File: src/rtl/mread_pkg.sv
// Shared core definitions: access size codes, memory-read FSM encoding and lane helpers.
package mread_pkg;

  localparam logic [3:0] STRB_B = 4'b0001;
  localparam logic [3:0] STRB_H = 4'b0011;
  localparam logic [3:0] STRB_W = 4'b1111;

  typedef enum logic [1:0] {
    IDLE = 2'd0,
    WAIT = 2'd1,
    DONE = 2'd2
  } mread_state_t;

  function automatic logic [31:0] ext_byte(input logic [7:0] b, input logic sgn);
    return {{24{sgn & b[7]}}, b};
  endfunction

  function automatic logic [31:0] ext_half(input logic [15:0] h, input logic sgn);
    return {{16{sgn & h[15]}}, h};
  endfunction

endpackage

File: src/rtl/mread_if.sv
// Word-read channel between the memory-read stage (master) and the MMU (slave).
interface mread_if;

  logic        DATA_RDEN;
  logic [31:0] DATA_RADDR;
  logic        DATA_RVALID;
  logic [31:0] DATA_RDATA;

  modport master (
    output DATA_RDEN,
    output DATA_RADDR,
    input  DATA_RVALID,
    input  DATA_RDATA
  );

  modport slave (
    input  DATA_RDEN,
    input  DATA_RADDR,
    output DATA_RVALID,
    output DATA_RDATA
  );

endinterface

File: src/rtl/mread_extract.sv
// Load-result extraction from an aligned word: lane select by byte offset, then zero/sign extension.
module mread_extract
  import mread_pkg::*;
(
  input  logic [31:0] i_rword,
  input  logic [1:0]  i_off,
  input  logic [3:0]  i_size,
  input  logic        i_signed,
  output logic [31:0] o_data
);

  logic [15:0] w_lo;

  // Only the low half of the shifted word is ever needed; wider results come straight from i_rword.
  assign w_lo = 16'(i_rword >> {i_off, 3'b000});

  always_comb begin
    o_data = i_rword;
    case (i_size)
      STRB_B:  o_data = ext_byte(w_lo[7:0], i_signed);
      STRB_H:  o_data = ext_half(w_lo, i_signed);
      default: o_data = i_rword;
    endcase
  end

endmodule

File: src/rtl/mread.sv
// Memory-read pipeline stage: latches one exec instruction per unstalled cycle, fetches the aligned
// word for every load/store, and hands mwrite either the load result or the old word plus store lanes.
module mread
  import mread_pkg::*;
(
  input  logic        CLK,
  input  logic        RST,
  input  logic        STALL,
  input  logic        FLUSH,
  output logic        MEM_WAIT,
  mread_if.master     mmu,
  input  logic [4:0]  EXEC_REG_W_RD,
  input  logic [31:0] EXEC_REG_W_DATA,
  input  logic [11:0] EXEC_CSR_W_ADDR,
  input  logic [31:0] EXEC_CSR_W_DATA,
  input  logic        EXEC_MEM_R_VALID,
  input  logic [4:0]  EXEC_MEM_R_RD,
  input  logic        EXEC_MEM_R_SIGNED,
  input  logic        EXEC_MEM_W_VALID,
  input  logic [31:0] EXEC_MEM_ADDR,
  input  logic [3:0]  EXEC_MEM_STRB,
  input  logic [31:0] EXEC_MEM_W_DATA,
  output logic        MEMR_MEM_R_VALID,
  output logic [4:0]  MEMR_MEM_R_RD,
  output logic [31:0] MEMR_MEM_R_DATA,
  output logic [4:0]  MEMR_REG_W_RD,
  output logic [31:0] MEMR_REG_W_DATA,
  output logic [11:0] MEMR_CSR_W_ADDR,
  output logic [31:0] MEMR_CSR_W_DATA,
  output logic        MEMR_MEM_W_VALID,
  output logic [31:0] MEMR_MEM_W_ADDR,
  output logic [3:0]  MEMR_MEM_W_STRB,
  output logic [31:0] MEMR_MEM_W_DATA
);

  mread_state_t r_state;
  logic         r_r_valid;
  logic         r_r_signed;
  logic         r_w_valid;
  logic [4:0]   r_r_rd;
  logic [4:0]   r_reg_w_rd;
  logic [31:0]  r_reg_w_data;
  logic [11:0]  r_csr_w_addr;
  logic [31:0]  r_csr_w_data;
  logic [31:0]  r_addr;
  logic [3:0]   r_strb;
  logic [31:0]  r_w_data;
  logic [31:0]  r_rword;

  logic [1:0]   w_off;
  logic         w_done;
  logic [31:0]  w_ld_data;

  always_ff @(posedge CLK) begin
    if (RST) begin
      r_state      <= IDLE;
      r_r_valid    <= 1'b0;
      r_r_signed   <= 1'b0;
      r_w_valid    <= 1'b0;
      r_r_rd       <= '0;
      r_reg_w_rd   <= '0;
      r_reg_w_data <= '0;
      r_csr_w_addr <= '0;
      r_csr_w_data <= '0;
      r_addr       <= '0;
      r_strb       <= '0;
      r_w_data     <= '0;
      r_rword      <= '0;
    end else if (r_state == WAIT) begin
      // The latched instruction is frozen until the MMU answers.
      if (mmu.DATA_RVALID) begin
        r_rword <= mmu.DATA_RDATA;
        r_state <= DONE;
      end
    end else if (!STALL) begin
      r_r_valid    <= EXEC_MEM_R_VALID & ~FLUSH;
      r_w_valid    <= EXEC_MEM_W_VALID & ~FLUSH;
      r_r_rd       <= FLUSH ? 5'd0 : EXEC_MEM_R_RD;
      r_reg_w_rd   <= FLUSH ? 5'd0 : EXEC_REG_W_RD;
      r_csr_w_addr <= FLUSH ? 12'd0 : EXEC_CSR_W_ADDR;
      r_r_signed   <= EXEC_MEM_R_SIGNED;
      r_reg_w_data <= EXEC_REG_W_DATA;
      r_csr_w_data <= EXEC_CSR_W_DATA;
      r_addr       <= EXEC_MEM_ADDR;
      r_strb       <= EXEC_MEM_STRB;
      r_w_data     <= EXEC_MEM_W_DATA;
      r_state      <= (!FLUSH && (EXEC_MEM_R_VALID || EXEC_MEM_W_VALID)) ? WAIT : IDLE;
    end
  end

  assign w_off  = r_addr[1:0];
  assign w_done = (r_state == DONE);

  mread_extract u_extract (
    .i_rword  (r_rword),
    .i_off    (w_off),
    .i_size   (r_strb),
    .i_signed (r_r_signed),
    .o_data   (w_ld_data)
  );

  assign MEM_WAIT       = (r_state == WAIT);
  assign mmu.DATA_RDEN  = MEM_WAIT;
  assign mmu.DATA_RADDR = {r_addr[31:2], 2'b00};

  // A store owns the slot when both flags are set; mwrite merges into the old word.
  assign MEMR_MEM_R_VALID = r_r_valid & ~r_w_valid & w_done;
  assign MEMR_MEM_R_RD    = r_r_rd;
  assign MEMR_MEM_R_DATA  = r_w_valid ? r_rword : (r_r_valid ? w_ld_data : 32'd0);
  assign MEMR_REG_W_RD    = r_r_valid ? 5'd0 : r_reg_w_rd;
  assign MEMR_REG_W_DATA  = r_reg_w_data;
  assign MEMR_CSR_W_ADDR  = r_csr_w_addr;
  assign MEMR_CSR_W_DATA  = r_csr_w_data;
  assign MEMR_MEM_W_VALID = r_w_valid & w_done;
  assign MEMR_MEM_W_ADDR  = r_addr;
  assign MEMR_MEM_W_STRB  = r_strb << w_off;
  assign MEMR_MEM_W_DATA  = r_w_data << {w_off, 3'b000};

endmodule
File: src/flat_wrapper.sv
// flat-port wrapper written by rule: the top's interface ports become plain ports
module mread_flat import mread_pkg::*;
  (CLK, RST, STALL, FLUSH, MEM_WAIT, EXEC_REG_W_RD, EXEC_REG_W_DATA, EXEC_CSR_W_ADDR, EXEC_CSR_W_DATA, EXEC_MEM_R_VALID, EXEC_MEM_R_RD, EXEC_MEM_R_SIGNED, EXEC_MEM_W_VALID, EXEC_MEM_ADDR, EXEC_MEM_STRB, EXEC_MEM_W_DATA, MEMR_MEM_R_VALID, MEMR_MEM_R_RD, MEMR_MEM_R_DATA, MEMR_REG_W_RD, MEMR_REG_W_DATA, MEMR_CSR_W_ADDR, MEMR_CSR_W_DATA, MEMR_MEM_W_VALID, MEMR_MEM_W_ADDR, MEMR_MEM_W_STRB, MEMR_MEM_W_DATA, mmu_DATA_RDEN, mmu_DATA_RADDR, mmu_DATA_RVALID, mmu_DATA_RDATA);
  mread_if mmu_i ();
  input  logic CLK;
  input  logic RST;
  input  logic STALL;
  input  logic FLUSH;
  output logic MEM_WAIT;
  input  logic [4:0] EXEC_REG_W_RD;
  input  logic [31:0] EXEC_REG_W_DATA;
  input  logic [11:0] EXEC_CSR_W_ADDR;
  input  logic [31:0] EXEC_CSR_W_DATA;
  input  logic EXEC_MEM_R_VALID;
  input  logic [4:0] EXEC_MEM_R_RD;
  input  logic EXEC_MEM_R_SIGNED;
  input  logic EXEC_MEM_W_VALID;
  input  logic [31:0] EXEC_MEM_ADDR;
  input  logic [3:0] EXEC_MEM_STRB;
  input  logic [31:0] EXEC_MEM_W_DATA;
  output logic MEMR_MEM_R_VALID;
  output logic [4:0] MEMR_MEM_R_RD;
  output logic [31:0] MEMR_MEM_R_DATA;
  output logic [4:0] MEMR_REG_W_RD;
  output logic [31:0] MEMR_REG_W_DATA;
  output logic [11:0] MEMR_CSR_W_ADDR;
  output logic [31:0] MEMR_CSR_W_DATA;
  output logic MEMR_MEM_W_VALID;
  output logic [31:0] MEMR_MEM_W_ADDR;
  output logic [3:0] MEMR_MEM_W_STRB;
  output logic [31:0] MEMR_MEM_W_DATA;
  output wire logic [$bits(mmu_i.DATA_RDEN)-1:0] mmu_DATA_RDEN;
  output wire logic [$bits(mmu_i.DATA_RADDR)-1:0] mmu_DATA_RADDR;
  input wire logic [$bits(mmu_i.DATA_RVALID)-1:0] mmu_DATA_RVALID;
  input wire logic [$bits(mmu_i.DATA_RDATA)-1:0] mmu_DATA_RDATA;
  assign mmu_DATA_RDEN = mmu_i.DATA_RDEN;
  assign mmu_DATA_RADDR = mmu_i.DATA_RADDR;
  assign mmu_i.DATA_RVALID = mmu_DATA_RVALID;
  assign mmu_i.DATA_RDATA = mmu_DATA_RDATA;
  mread u_core (.CLK(CLK), .RST(RST), .STALL(STALL), .FLUSH(FLUSH), .MEM_WAIT(MEM_WAIT), .mmu(mmu_i), .EXEC_REG_W_RD(EXEC_REG_W_RD), .EXEC_REG_W_DATA(EXEC_REG_W_DATA), .EXEC_CSR_W_ADDR(EXEC_CSR_W_ADDR), .EXEC_CSR_W_DATA(EXEC_CSR_W_DATA), .EXEC_MEM_R_VALID(EXEC_MEM_R_VALID), .EXEC_MEM_R_RD(EXEC_MEM_R_RD), .EXEC_MEM_R_SIGNED(EXEC_MEM_R_SIGNED), .EXEC_MEM_W_VALID(EXEC_MEM_W_VALID), .EXEC_MEM_ADDR(EXEC_MEM_ADDR), .EXEC_MEM_STRB(EXEC_MEM_STRB), .EXEC_MEM_W_DATA(EXEC_MEM_W_DATA), .MEMR_MEM_R_VALID(MEMR_MEM_R_VALID), .MEMR_MEM_R_RD(MEMR_MEM_R_RD), .MEMR_MEM_R_DATA(MEMR_MEM_R_DATA), .MEMR_REG_W_RD(MEMR_REG_W_RD), .MEMR_REG_W_DATA(MEMR_REG_W_DATA), .MEMR_CSR_W_ADDR(MEMR_CSR_W_ADDR), .MEMR_CSR_W_DATA(MEMR_CSR_W_DATA), .MEMR_MEM_W_VALID(MEMR_MEM_W_VALID), .MEMR_MEM_W_ADDR(MEMR_MEM_W_ADDR), .MEMR_MEM_W_STRB(MEMR_MEM_W_STRB), .MEMR_MEM_W_DATA(MEMR_MEM_W_DATA));
endmodule
File: config.mk
export PLATFORM = sky130hd
export DESIGN_NAME = mread_flat
export DESIGN_NICKNAME = d
export VERILOG_FILES = /design/src/rtl/mread_pkg.sv /design/src/rtl/mread_if.sv /design/src/rtl/mread_extract.sv /design/src/rtl/mread.sv /design/src/flat_wrapper.sv
export SDC_FILE = /design/constraint.sdc
export NUM_CORES = 1
export LEC_CHECK = 0
export CAP_MARGIN = 5
export CELL_PAD_IN_SITES_DETAIL_PLACEMENT = 2
export CELL_PAD_IN_SITES_GLOBAL_PLACEMENT = 2
export CORE_ASPECT_RATIO = 1.2
export CORE_UTILIZATION = 23
export CTS_CLUSTER_SIZE = 30
export DETAILED_ROUTE_END_ITERATION = 8
export PLACE_DENSITY_LB_ADDON = 0.25
export SYNTH_ARGS = -nofsm -noshare
export SYNTH_HDL_FRONTEND = slang
export SYNTH_SLANG_ARGS = --single-unit
File: constraint.sdc
create_clock -name CLK -period 5.4 [get_ports CLK]
set_clock_uncertainty 0.15 [all_clocks]
set_input_delay 0.81 -clock CLK [delete_from_list [all_inputs] [get_ports CLK]]
set_output_delay 0.81 -clock CLK [all_outputs]
set_load 0.005 [all_outputs]
# == Yosys cells after proc, flatten, opt, wreduce, memory -nomap -nowiden ==
# Cells that the tools add are included.
# totals
ff_bits,191
latch_bits,0
ramBits,0
rom_bits,0
inputBits,194
out_inout_bits,222
elab_cells,50
n_memories,0
# classes
addsub,0
mul,0
n_div,0
n_lt_le_gt_ge,0
eq_ne,6
shifts,3
muxes,11
bitwise,11
n_reduce_logical,6
# op_table
op,n
32-bit two-way mux,2
32-bit one-hot mux with 2 select lines,1
32-bit by 5-bit << shifter with 32-bit output,1
32-bit by 5-bit >> shifter with 16-bit output,1
5-bit two-way mux,3
12-bit two-way mux,1
1-bit AND,7
2-bit two-way mux,3
2-bit AND reduction,3
"4-bit by 1-bit == test with 1-bit output, second input constant",1
"4-bit by 2-bit == test with 1-bit output, second input constant",1
"2-bit by 1-bit inequality test with 1-bit output, second input constant",2
1-bit NOT,4
4-bit by 2-bit << shifter with 4-bit output,1
"2-bit by 1-bit == test with 1-bit output, second input constant",1
"2-bit == test, second input constant",1
1-bit logical AND,1
1-bit logical NOT,1
1-bit logical OR,1
1-bit two-way mux,1

# == Logic depth before layout (Yosys ltp) ==
# logic_depth
depth_word,5
depth_mapped,7
depth_no_buf,4

# == Modules after synthesis ==
# A second synthesis with hierarchy kept.
# hier_totals
hier_cells,1155
area_unflattened_um2,9262.6
# by_module_without_submodules
mod,n_inst,cells_each,area_per_inst_um2,seq_area_each_um2
mread,1,1044,8523.2,3823.7
mread_extract,1,111,739.5,0.0

# == Least setup slack after synthesis ==
# No wires, ideal clock.
# synth_path
path_type,flip-flop to output port
from,"reg u_core.r_addr[1], in the netlist u_core.MEMR_MEM_W_ADDR[1]"
to,out MEMR_MEM_R_DATA[23]
t_arrival_ps,1487
required_time_ps,4440
path_slack_ps,2953
stages_incl_launch_ff,6
path_buffers,1
path_cell_list,dfxtp_1 mux2_2 a22oi_1 a21oi_2 buf_2 a21o_2
# synth_between
elab_chain_cells,5
elab_cells_between_ends,6
cone_classes,shift (1); mux (3); bitwise (2)
# synth_rtl
element,line,rtl
"start, declared",mread.sv:45,logic [31:0] r_addr;
"start signal, assigned",mread.sv:65,r_addr <= '0;
"start signal, assigned",mread.sv:84,r_addr <= EXEC_MEM_ADDR;
32-bit by 5-bit >> shifter with 16-bit output *,mread_extract.sv:15,"assign w_lo = 16'(i_rword >> {i_off, 3'b000});"
"1-bit AND, on equally long branches","mread_pkg.sv:19, mread_pkg.sv:15",
32-bit one-hot mux with 2 select lines *,mread_extract.sv:19,case (i_size)
32-bit two-way mux * (2 in series),mread.sv:109,assign MEMR_MEM_R_DATA = r_w_valid ? r_rword : (r_r_valid ? w_ld_data : 32'd0);
"end, declared",flat_wrapper.sv:23,output logic [31:0] MEMR_MEM_R_DATA;
# Every way passes the cells marked *; elsewhere a longest branch is shown, timed or not.

# == Worst setup path after layout ==
# layout_path
from,"reg u_core.r_addr[0], in the netlist u_core.MEMR_MEM_W_ADDR[0]"
to,out MEMR_MEM_R_DATA[26]
# The elaborated chain is that of the path after synthesis.

==> flow_summary.ini <==
[global_routing]
track_usage_pct = 19.98
grt_pass1_vias = 9438
grt_start_max_net_pins = 108
grt_pass1_wl_mm = 55.62
antenna_found_initial = 8
grt-ovfl-total = 0

[cells_and_area]
mostFrequentLayoutCell = clkdlybuf4s50_1
final_cell_mix = 412 x clkdlybuf4s50_1, 381 x nand2_1, 202 x a21oi_1, 189 x dfxtp_1, 25 x mux2i_1
fin_nets = 1598
stdcell_area_um2 = 13100
syn2layout_area_growth_pct = 58.04
layout-drive-gt1-share_pct = 5.297

[timing]
fin_crit_ns = 4.077
finalMaxSlewViolations = 0
worst_pin_slew_ns = 0.9622
fin_setup_tns_ns = 0
setup_viol = 0
finalHoldViolCount = 0
min_period_over_period_pct = 75.50
slew-limit-headroom_pct = 35.62
rsz0062_at_grt = no
final.setup.worst_slack_ns = 1.323
fmax_mhz = 245.3

[synth]
synth_edf_count = 0
synth_compound_area_share_pct = 19.36
synthFlopType = dfxtp_1
ys_types = 43
async_flop_share_pct = 0
ys_warn_count = 0
muxShareOfSynthArea_pct = 3.290
synthAdderAreaFrac_pct = 0
synth_top_family_by_area = simple AND/OR/NAND/NOR gates
syn_area_um2 = 8292
syn_area_per_cell_um2 = 7.692
synth-xor-area-share_pct = 0
yosysSeqAreaShare_pct = 46.11
synth_simple_gate_area_share_pct = 23.42
syn_inst = 1078
ys_ff_latch = 191

[critical_path]
cp_max_fo = 35
worstPathArrival_ns = 3.12
worstSetupEndpointType = output port
cp_cell_sequence = nor2b_1, buf_4, a32oi_1, a21oi_2, a21o_2, clkdlybuf4s50_1
max_stage_delay_ns = 0.70
r2r_setup_slack_ns = 2.94
worstPathRequired_ns = 4.44
path_class = register to output port
path_delay_family = compound AO/OA/AOI/OAI gates
cp-start-kind = register
critPathBufInv = 2
slowest_stage = dfxtp_2

[die]
rows = 75
start_util_pct = 23.56
core_area_um2 = 35190
dieArea_um2 = 36820
fp.dieW_um = 175.3
die_h_um = 210.0
num_io_pins = 416

[route]
viasPerCell = 4.658
vias = 8767
firstDrtPassIters = 4
wire_per_inst_um = 19.64
drt_iter0_markers = 267
drc = 0
drt_wl_total_mm = 36.96
ant_nets = 0

[pwr]
power_frac_comb_pct = 17.9
netSwitchingPower_uw = 920.5
irDropWorstVdd_mv = 0.2018
cellPowerDensity_nw_per_um2 = 263.9
seqPwrFrac_pct = 44.7
intPower_mw = 2.538
power_leakage_nw = 4.740
p_sw_share_pct = 26.61
clkPwrFrac_pct = 37.4

[clocking]
cts_root_buf = clkbuf_16
cts_setup_buffers = 0
cts_resized = 0
clock_sinks = 191
ctsLongestPathBuffers = 2
clkLatencyLatePin_ns = 0.45
clk_transition_reported_paths_ns = 0.07
cts_tree = built
cts_buffers = 17
htreeDepth = 4
ctsHoldBuffers = 0

[hold_path]
hold_class = register to register

[placement]
place_ws_ns = 1.820
dp_hpwl_mm = 27.32
place_congestion = 0.8250
port_buffers = 413
placed_cell_area_um2 = 12510

[run_status]
outcome = finished clean

[job]
cap_violations = 0
[final timing paths]
path / from / endpoint / cells after the start
worst max-delay path: u_core.MEMR_MEM_W_ADDR[0] / MEMR_MEM_R_DATA[26] / 6
worst min-delay path: u_core.r_reg_w_rd[3] / u_core.r_reg_w_rd[3] / 2
worst max register to register: u_core.r_state[0] / u_core.r_w_data[29] / 5
worst min register to register: u_core.r_reg_w_rd[3] / u_core.r_reg_w_rd[3] / 2
[registers in the layout, summed over array words and instances, names as in the netlist]
name,cells
u_core.r_w_data,32
u_core.r_state,2
u_core.r_strb,4
u_core.MEMR_CSR_W_DATA,32
u_core.r_r_valid,1
u_core.MEMR_REG_W_DATA,32
u_core.r_w_valid,1
u_core.r_r_signed,1
u_core.MEMR_MEM_W_ADDR,32
u_core.r_rword,32
u_core.r_reg_w_rd,5
u_core.MEMR_CSR_W_ADDR,12
u_core.MEMR_MEM_R_RD,5
[synth_stat cells, types with 13 or more instances]
cell | n | area [um^2]
mux2i_1 | 25 | 250.2
nand2_1 | 381 | 1430
buf_2 | 30 | 150.1
a21oi_1 | 202 | 1011
nand3b_1 | 24 | 180.2
a21o_2 | 14 | 122.6
nor2_1 | 13 | 48.80
dfxtp_1 | 191 | 3824
buf_4 | 33 | 247.7
nor2b_1 | 18 | 112.6
o211ai_1 | 13 | 97.59
clkbuf_1 | 47 | 176.4
[worst register-to-register path, stage by stage, from the launching register on]
cell and delay (ns):
dfxtp_1 0.36, nor2b_2 0.34, or2_4 0.67, buf_4 0.53, nand2_1 0.14, a21oi_1 0.18
[per-stage QoR]
stage               utilization (%)  hold WS [ns]  total power, mW  cells
floorplan                         -        0.2773            1.808   1079
global placement              35.54        0.2858            2.194   1847
detailed placement            35.54        0.2975            2.209   1847
CTS                           37.21        0.3073            3.528   1878
global route                  37.24        0.3223            3.617   1882
finish                        37.24        0.3010            3.459   1882
[kinds of logic after synthesis]
logic type / count (synthesis)
AOI/OAI and AO/OA: 278
buffers and inverters: 122
muxes: 27
DFF: 191
and+or+nand+nor: 459
other: 1
[power by group through the flow]
stage | logic, mW | clock network [mW] | registers, mW
detailed placement | 0.628 | 0 | 1.58
finish | 0.619 | 1.29 | 1.55
floorplan | 0.250 | 0 | 1.56
global route | 0.674 | 1.39 | 1.56
CTS | 0.634 | 1.35 | 1.55
global placement | 0.617 | 0 | 1.58
[layout make-up]
type                            count  area (um^2)
Fill cell                        4017        22090
Timing Repair Buffer              426         4258
Clock inverter                      8        78.83
Multi-Input combinational cell    766         3837
Tap cell                          462        578.1
Sequential cell                   191         3826
Antenna cell                        4        10.01
Inverter                            2        7.507
Clock buffer                       23        508.0
[routing by layer]
layer | vias to the layer above | global-route usage [%] | routed length, um | part of all wire (%)
met2 | 237 | 36.99 | 19770 | 53
met3 | 47 | 5.718 | 2329 | 6.3
li1 | 4185 | - | - | -
met5 | - | 0 | 53 | 0.14
met1 | 4290 | 20.93 | 13990 | 38
met4 | 8 | 8.366 | 818 | 2.2
(Power assumes the default switching activity.)
